==> src/rtl/car_plot_arbiter.sv <==
// car_plot_arbiter: round-robin owner of the shared VGA plot port, one car per pass, with hold timeout
module car_plot_arbiter #(
  parameter int NUM_CARS = 4,
  parameter int MAX_HOLD = 1024
) (
  input  logic                    clk,
  input  logic                    reset,
  input  logic [NUM_CARS-1:0]     req,
  input  logic [NUM_CARS-1:0]     pix_valid,
  input  logic [NUM_CARS-1:0]     pix_last,
  input  logic [15*NUM_CARS-1:0]  coord_in,
  input  logic [9*NUM_CARS-1:0]   colour_in,
  output logic [NUM_CARS-1:0]     grant,
  output logic [7:0]              vga_x,
  output logic [6:0]              vga_y,
  output logic [8:0]              vga_colour,
  output logic                    vga_plot,
  output logic                    busy,
  output logic                    timeout_err
);
  localparam int PW = NUM_CARS > 1 ? $clog2(NUM_CARS) : 1;
  localparam int HW = MAX_HOLD > 1 ? $clog2(MAX_HOLD) : 1;
  typedef enum logic [1:0] {IDLE, GRANT, GAP} state_t;
  state_t state;
  logic [PW-1:0] ptr, g, win, nxt;
  logic [HW-1:0] hold_cnt;
  logic [14:0] coord_g;
  logic [8:0] colour_g;
  logic req_g, valid_g, last_g, done_g, at_max;
  always_comb begin
    win = ptr;
    for (int i = NUM_CARS - 1; i >= 0; i--)
      if (req[(int'(ptr) + i) % NUM_CARS]) win = PW'((int'(ptr) + i) % NUM_CARS);
  end
  assign coord_g  = coord_in[15*g +: 15];
  assign colour_g = colour_in[9*g +: 9];
  assign req_g    = req[g];
  assign valid_g  = pix_valid[g];
  assign last_g   = pix_last[g];
  assign done_g   = valid_g & last_g;
  assign at_max   = hold_cnt == HW'(MAX_HOLD - 1);
  assign nxt      = (int'(g) == NUM_CARS - 1) ? '0 : g + 1'b1;
  assign busy     = state == GRANT;
  always_ff @(posedge clk) begin
    if (reset) begin
      state       <= IDLE;
      grant       <= '0;
      ptr         <= '0;
      g           <= '0;
      hold_cnt    <= '0;
      vga_x       <= '0;
      vga_y       <= '0;
      vga_colour  <= '0;
      vga_plot    <= 1'b0;
      timeout_err <= 1'b0;
    end else begin
      vga_plot <= 1'b0;
      case (state)
        IDLE: if (|req) begin
          state    <= GRANT;
          g        <= win;
          grant    <= NUM_CARS'(1) << win;
          hold_cnt <= '0;
        end
        GRANT: begin
          vga_x      <= coord_g[14:7];
          vga_y      <= coord_g[6:0];
          vga_colour <= colour_g;
          vga_plot   <= valid_g & req_g;
          if (!req_g || done_g || at_max) begin
            state <= GAP;
            grant <= '0;
            ptr   <= nxt;
          end else begin
            hold_cnt <= hold_cnt + 1'b1;
          end
          if (req_g && !done_g && at_max) timeout_err <= 1'b1;
        end
        GAP: state <= IDLE;
        default: state <= IDLE;
      endcase
    end
  end
endmodule

==> config.mk <==
export PLATFORM = sky130hd
export DESIGN_NAME = car_plot_arbiter
export DESIGN_NICKNAME = d
export VERILOG_FILES = /design/src/rtl/car_plot_arbiter.sv
export SDC_FILE = /design/constraint.sdc
export NUM_CORES = 1
export LEC_CHECK = 0
export CAP_MARGIN = 20
export CORE_MARGIN = 4
export CORE_UTILIZATION = 42
export CTS_CLUSTER_SIZE = 28
export DETAILED_ROUTE_END_ITERATION = 7
export MAX_ROUTING_LAYER = met4
export PLACE_DENSITY_LB_ADDON = 0.05
export SETUP_SLACK_MARGIN = 0.15
export SYNTH_ARGS = -nofsm -noshare
export SYNTH_HDL_FRONTEND = slang
export SYNTH_SLANG_ARGS = --single-unit
==> constraint.sdc <==
create_clock -name clk -period 5.38 [get_ports clk]
set_clock_uncertainty 0.05 [all_clocks]
set_input_delay 1.614 -clock clk [delete_from_list [all_inputs] [get_ports clk]]
set_output_delay 1.614 -clock clk [all_outputs]
set_load 0.02 [all_outputs]
# Yosys cells after proc, flatten, opt, wreduce, memory -nomap -nowiden
# Cells that the tools add are included.
[word_totals]
ff_bits = 46
inputBits = 110
word_cells = 87
[op_classes]
n_eq_ne = 6
n_reduce_logical = 19
shifts = 3
bitwise_logic = 6
order_cmp = 5
add_sub_neg = 5
n_mux = 31
multipliers = 2
[op_table]
columns = ["operator", "count"]
rows = [
  ["$shiftx 60x7->15", 1],
  ["$shiftx 36x7->9", 1],
  ["$mux 10", 2],
  ["$pmux 10 s2", 1],
  ["$bmux 1 s2", 7],
  ["$mux 2", 7],
  ["$lt 3x4->1 const B", 3],
  ["$mul 4x2->6 const A", 2],
  ["$add 10x1->10 const B", 1],
  ["$eq 10x10->1 const B", 1],
  ["$mux 1", 10],
  ["$mux 4", 2],
  ["$pmux 4 s2", 1],
  ["$reduce_and 2->1", 4],
  ["$reduce_or 2->1", 4],
  ["$lt 2x3->1 const B", 2],
  ["$reduce_and 3->1", 2],
  ["$add 2x1->2 const B", 2],
  ["$add 2x2->2 const B", 2],
  ["$eq 2x1->1 const B", 2],
  ["$ne 2x2->1 const B", 2],
  ["$pmux 2 s2", 1],
  ["$reduce_or 4->1", 1],
  ["$shl 1x2->4 const A", 1],
  ["other kinds (9)", 15],
]

# Logic depth before layout (Yosys ltp)
# Gate-level depths: netlist of the first run.
[logic_depth]
word_depth = 13
ltp_mapped = 8
ltp_nobuf = 6

# Least setup slack after synthesis of the first run
# No wires, ideal clock.
[synth_timing]
path_type = "input port to flip-flop"
from = "input pix_valid[1]"
to = "register hold_cnt[9]"
n_path_buf = 1
setup_ps = 70
setup_slack_ps = 1815
arrival_ps = 3445
path_stages = 6
cell_sequence = "mux4_1 and2_1 buf_6 or4_4 or4_1 a21oi_1"
[synth_between]
elab_chain_len = 7
[synth_lines]
columns = ["item", "line", "text"]
rows = [
  ["start: declaration", "9", "input logic [NUM_CARS-1:0] pix_valid,"],
  ["$bmux 1 s2", "38", "assign valid_g = pix_valid[g];"],
  ["$mux 1 (not written as such)", "38", ""],
  ["$and 1x1->1", "40", "assign done_g = valid_g & last_g;"],
  ["$logic_or 1x1->1 (2 in a row)", "70", "if (!req_g || done_g || at_max) begin"],
  ["$ne 2x2->1 (no line)", "-", ""],
  ["$reduce_and 3->1 (no line)", "-", ""],
  ["end signal: assignment", "75", "hold_cnt <= hold_cnt + 1'b1;"],
  ["end: declaration", "26", "logic [HW-1:0] hold_cnt;"],
]
# Every way passes these cells. The select of a mux whose other input is x is not followed.
# A chain may end at the register's enable or synchronous reset.

# Worst setup path after layout of the first run
# Same ends and word-level chain as after synthesis.

==> results of run 1 <==
[per-layer routing]
metal | up-vias | global-route usage | share of wire | wire, um
li1 | 1230 | - | - | -
met5 | - | - | 0 | 0
met2 | 98 | 0.375 | 0.52 | 3920
met1 | 1192 | 0.234 | 0.38 | 2840
met3 | 12 | 0.0563 | 0.084 | 636
met4 | 0 | 0.0619 | 0.022 | 165
[synthesized netlist by cell type (2+ instances only)]
master / count / area (sq um)
ha_1: 2 / 25.0
nand2_1: 60 / 225
mux4_1: 3 / 78.8
nand3_1: 9 / 45.0
dfxtp_1: 46 / 921
or4_1: 3 / 22.5
or3_1: 5 / 31.3
o211ai_1: 2 / 15.0
nor4_1: 4 / 25.0
nor3_1: 2 / 10.0
nor2_1: 10 / 37.5
o31ai_1: 2 / 15.0
inv_1: 6 / 22.5
buf_6: 2 / 22.5
nor3b_1: 3 / 22.5
a21oi_1: 36 / 180
and4_1: 2 / 17.5
o22ai_1: 4 / 25.0
buf_1: 3 / 11.3
nand2b_1: 3 / 18.8
xnor2_1: 4 / 35.0
clkbuf_1: 14 / 52.6
mux4_2: 24 / 541
[flip-flops by register name, summed over array words and instances, names as in the netlist]
register / flops
vga_colour: 9
timeout_err: 1
ptr: 2
vga_plot: 1
grant: 4
vga_x: 8
g: 2
state: 2
hold_cnt: 10
vga_y: 7
[area by class of cell]
| class | instances | area, sq um |
|---|---|---|
| clock inverters | 3 | 43.8 |
| flip-flops and latches | 46 | 922 |
| clock buffers | 5 | 68.8 |
| fillers | 463 | 1580 |
| multi-input cells | 191 | 1480 |
| well taps | 72 | 90.1 |
| inverters | 7 | 26.3 |
| repair buffers | 144 | 1430 |
[report_power, final]
part | leakage [nW] | internal, mW | switching, mW
sequential | 0.376 | 0.367 | 0.0263
combinational | 0.977 | 0.179 | 0.129
clock | 0.0585 | 0.139 | 0.118
[how the worst min path moves through the flow]
| stage | from | to | depth (start not counted) |
|---|---|---|---|
| global placement | vga_x[2] | vga_x[2] | 2 |
| global route | vga_y[3] | vga_y[3] | 2 |
| finish | vga_x[0] | vga_x[0] | 2 |
| CTS | vga_x[2] | vga_x[2] | 2 |
| detailed placement | vga_x[2] | vga_x[2] | 2 |
| floorplan | ptr[0] | ptr[0] | 2 |
[per-stage QoR]
stage          power (mW)  instances  utilization  area [sq um]
5_1_grt              1.01        468        0.720          4060
3_5_place_dp        0.711        460        0.700          3950
4_1_cts             0.970        468        0.720          4060
6_report            0.958        468        0.720          4060
2_1_floorplan       0.559        264            -          2520
3_3_place_gp        0.705        460        0.700          3950
[logic make-up (layout without fill, tap and decap cells)]
| group | after synthesis | after routing | synth area share |
|---|---|---|---|
| xor gates and xnor gates | 4 | 4 | 0.0139 |
| muxes | 28 | 28 | 0.250 |
| and+or+nand+nor | 107 | 107 | 0.199 |
| buffers and inverters | 27 | 159 | 0.0467 |
| AOI/OAI and AO/OA | 50 | 50 | 0.114 |
| adders and majority gates | 2 | 2 | 0.00994 |
| DFF | 46 | 46 | 0.366 |
[worst max-delay path: stages]
cell,delay [ns]
clkdlybuf4s50_1,0.42
mux4_1,0.53
and2_1,0.24
or4_4,0.59
or4_1,0.41
a21oi_1,0.14
[placed cells by master (no fill, tap or decap), types with 4 or more instances in the layout]
cell type / instances
nand3_1: 9
dfxtp_1: 45
xnor2_1: 4
nor4_1: 4
clkdlybuf4s50_1: 140
inv_1: 6
buf_4: 4
mux4_2: 24
nor2_1: 10
o22ai_1: 4
or3_1: 5
a21oi_1: 36
nand2_1: 60
clkbuf_8: 5
==> results.tsv, run 1 <==
metric	value	unit
CP startpoint	pix_valid[1]	
startpoint class of the critical path	input port	
vias	2532	
DRC violations left	0	
H-tree lvl count	2	
Most used DFF post-synth	dfxtp_1	
initial core utilization	0.446	
largest net degree at the start of global routing	41	
PortBufs	140	
Critical Path End Type	register	
Worst R2R Start	g[0]	
num rows	27	
number of global-route vias before repair	2621	
routability congestion estimate	0.803	
Post-synth ARST share	0	
DRT antenna net count	0	
Clock Sink Count	46	
area grow syn2layout	61.4	%
Avg Cell Area, Syn	9.53	sq um
Syn. warnings	0	
# Post-CTS Setup Buffers	0	
Critical Path End	hold_cnt[9]	
class of the worst hold path	register to register	
R2R cell count	5	
die width	85.4	um
drt initial violations	122	
Final Slew Violations	0	
Num CTS Buffers	5	
Detailed Routing Iterations Pass 1	4	
all-layer global routing usage	0.213	
Synth Register Bits	46	
post-route minimum period	3.75	ns
worst hold slack	0.408	ns
diodes inserted	0	
Synth Cell Area	2520	sq um
RSZ-0062 raised after global routing	no	
Worst-path clk slew	0.09	ns
DP Worst Slack	1.31	ns
VDD IR-drop max	178	uV
final WL	7.56	mm
pwr/cell area	236	nW/um^2
required time of the critical path	5.56	ns
Syn Nets	376	
die height	85.4	um
CTS tree	yes	
Hold Vio Cnt, Final	0	
Syn Inst Count	264	
critical setup path kind	input port to register	
Post-synth EDFFs	0	
vias per cell	5.41	
IO Pins	141	
PostCTS Resize Cnt	0	
grt total ovfl	0	
reg2reg setup slack	2.25	ns
layout cells sized above 1	0.0985	
Core Region	5640	sq um
CP arrival	3.93	ns
post-synth cell types	38	
HPWL after DPL	5.84	mm
global-route wire length before repair	12.0	mm
Net count, final	507	
max_cap viols	0	
fmax	267	MHz
leakage	1.41	nW
outcome	completed	
Crit Path Max Fanout	8	
Final WS setup	1.63	ns
reg2reg end	hold_cnt[9]	
Clock Tree Buf Depth	2	
Worst-Margin Slew	0.971	ns
root buffer cell	clkbuf_8	
# setup viols final	0	
DR WL/cell	16.2	um
register area share after synthesis	0.366	
clk_lat worst skew	0.29	ns
hold buffers post-CTS	0	
Max-Slew Margin vs Limit	0.353	
setup TNS	0	ns
initial antenna violation count	0	
die area	7290	sq um
period utilisation layout	0.697	
(Power assumes the default switching activity.)
==> run 2: changes to the inputs <==
CORE_UTILIZATION = 39   (was 42)
clock period = 3.7 ns   (was 5.38 ns; I/O delays follow)
==> results.tsv, run 2 (synthesized netlist as in run 1, its figures left out) <==
metric	value	unit	change
commonest non-fill, non-tap cell in the layout	clkdlybuf4s50_1		
routability congestion estimate	0.771		-3.9%
Worst-path clk slew	0.08	ns	about the same
DRT antenna net count	0		unchanged
layout cells sized above 1	0.105		+0.00678
outcome	completed		
Clock Sink Count	46		unchanged
period utilisation layout	0.893		
Biggest register	hold_cnt		
Detailed Routing Iterations Pass 1	4		unchanged
die width	88.3	um	+3.4%
initial antenna violation count	0		unchanged
Cell Int Power	0.928	mW	+35%
H-tree lvl count	2		unchanged
reg2reg end	hold_cnt[9]		
all-layer global routing usage	0.190		-0.0222
Net count, final	511		+0.79%
Hold Path Stages	2		unchanged
required time of the critical path	3.89	ns	-1.67 ns
Worst-Margin Slew	0.664	ns	-0.306 ns
VDD IR-drop max	155	uV	-13%
combinational share of power	0.353		+0.032
fmax	303	MHz	
slowest stage delay, CP	0.60	ns	about the same
Largest register FFs	10		unchanged
RSZ-0062 raised after global routing	no		
largest net degree at the start of global routing	41		unchanged
CTS tree	yes		
diodes inserted	0		unchanged
vias per cell	5.25		-3.0%
HPWL after DPL	5.90	mm	+0.97%
Crit Path Max Fanout	8		unchanged
clk_lat worst skew	0.30	ns	about the same
post-route minimum period	3.30	ns	
Final WS setup	0.396	ns	-1.23 ns
DR WL/cell	15.8	um	-2.3%
grt total ovfl	0		unchanged
startpoint class of the critical path	input port		
setup TNS	0	ns	unchanged
Final Slew Violations	0		unchanged
Max-Slew Margin vs Limit	0.554		+0.201
Worst R2R Start	g[0]		
Core Region	6310	sq um	+12%
switching share of total power	0.292		+0.00760
slowest CP cell	or4_4		
pwr/cell area	323	nW/um^2	+37%
CP arrival	3.49	ns	-0.44 ns
die height	88.3	um	+3.4%
area grow syn2layout	61.5	%	about the same
CP Cell Sequence	clkdlybuf4s50_1 -> mux4_1 -> and2_1 -> or4_4 -> or4_1 -> a21oi_1		
Flop pwr share	0.431		+0.020
# Post-CTS Setup Buffers	0		unchanged
Hold Vio Cnt, Final	0		unchanged
critical setup path kind	input port to register		
die area	7800	sq um	+7.0%
design area	4060	sq um	about the same
# setup viols final	0		unchanged
vias	2498		-1.3%
global-route wire length before repair	11.2	mm	-6.8%
Clock power frac	0.216		-0.053
P_sw	0.383	mW	+40%
R2R cell count	5		unchanged
class of the worst hold path	register to register		
max_cap viols	0		unchanged
Min-Delay Endpoint	vga_colour[3]		
CP startpoint	pix_valid[1]		
Top Registers	hold_cnt: 10 flops, vga_colour: 9 flops, vga_x: 8 flops		
PostCTS Resize Cnt	0		unchanged
Critical Path End Type	register		
DRC violations left	0		unchanged
IO Pins	141		unchanged
root buffer cell	clkbuf_8		
most frequent cells in the layout	140 x clkdlybuf4s50_1, 60 x nand2_1, 45 x dfxtp_1, 36 x a21oi_1, 24 x mux4_2		
hold buffers post-CTS	0		unchanged
leakage	1.42	nW	+0.30%
Pwr Total	1.31	mW	+37%
PortBufs	140		unchanged
number of global-route vias before repair	2398		-8.5%
DP Worst Slack	0.0659	ns	-1.24 ns
Worst Hold Launch	vga_colour[3]		
reg2reg setup slack	0.92	ns	-1.33 ns
DP Area	3980	sq um	+0.92%
initial core utilization	0.399		-0.0475
num rows	29		+7.4%
Num CTS Buffers	5		unchanged
final WL	7.52	mm	-0.58%
Clock Tree Buf Depth	2		unchanged
drt initial violations	85		-30%
[run 2: cell types whose count changed in the layout (fill, tap and decap cells not counted), sizes merged]
cell,before,now
clkinv,2,3
bufinv,1,0
inv,7,6
buf,4,8
[run 2: worst max-delay path, delay by kind of cell]
kind | cells | cell delay (ns)
compound gates | 1 | 0.14
simple gates | 3 | 1.28
buf+inv | 1 | 0.40
mux | 1 | 0.57
[run 2: area by class of cell]
class,instances,area [sq um]
inverters,7,26.3
multi-input cells,191,1480
repair buffers,148,1460
flip-flops and latches,46,922
well taps,77,96.3
clock inverters,2,10.0
fillers,559,2250
clock buffers,5,68.8
[run 2: per-stage QoR]
step | utilization | hold slack [ns] | instances
floorplan | - | 0.395 | 264
global placement | 0.631 | 0.391 | 469
global route | 0.643 | 0.431 | 476
CTS | 0.643 | 0.406 | 476
finish | 0.643 | 0.406 | 476
detailed placement | 0.631 | 0.396 | 469
[run 2: worst max path at each step]
| stage | endpoint | slack, ns | cells after the start |
|---|---|---|---|
| finish | hold_cnt[9] | 0.40 | 6 |
| global route | hold_cnt[9] | 0.30 | 6 |
| CTS | hold_cnt[9] | 0.38 | 6 |
| detailed placement | hold_cnt[9] | 0.07 | 6 |
| global placement | hold_cnt[9] | 0.16 | 6 |
| floorplan | hold_cnt[9] | 0.64 | 6 |
[run 2: power groups by stage]
| stage | Combinational, mW | Sequential [mW] | Clock (mW) |
|---|---|---|---|
| 2_1_floorplan | 0.209 | 0.604 | 0 |
| 3_3_place_gp | 0.460 | 0.576 | 0 |
| 3_5_place_dp | 0.465 | 0.578 | 0 |
| 4_1_cts | 0.468 | 0.566 | 0.297 |
| 5_1_grt | 0.500 | 0.572 | 0.315 |
| 6_report | 0.463 | 0.565 | 0.283 |
[run 2: metal layers]
metal	GRT usage	vias up	share of wire
met3	0.0521	10	0.089
met4	0.0522	0	0.017
met2	0.334	100	0.52
met5	-	-	0
met1	0.213	1154	0.37
li1	-	1234	-
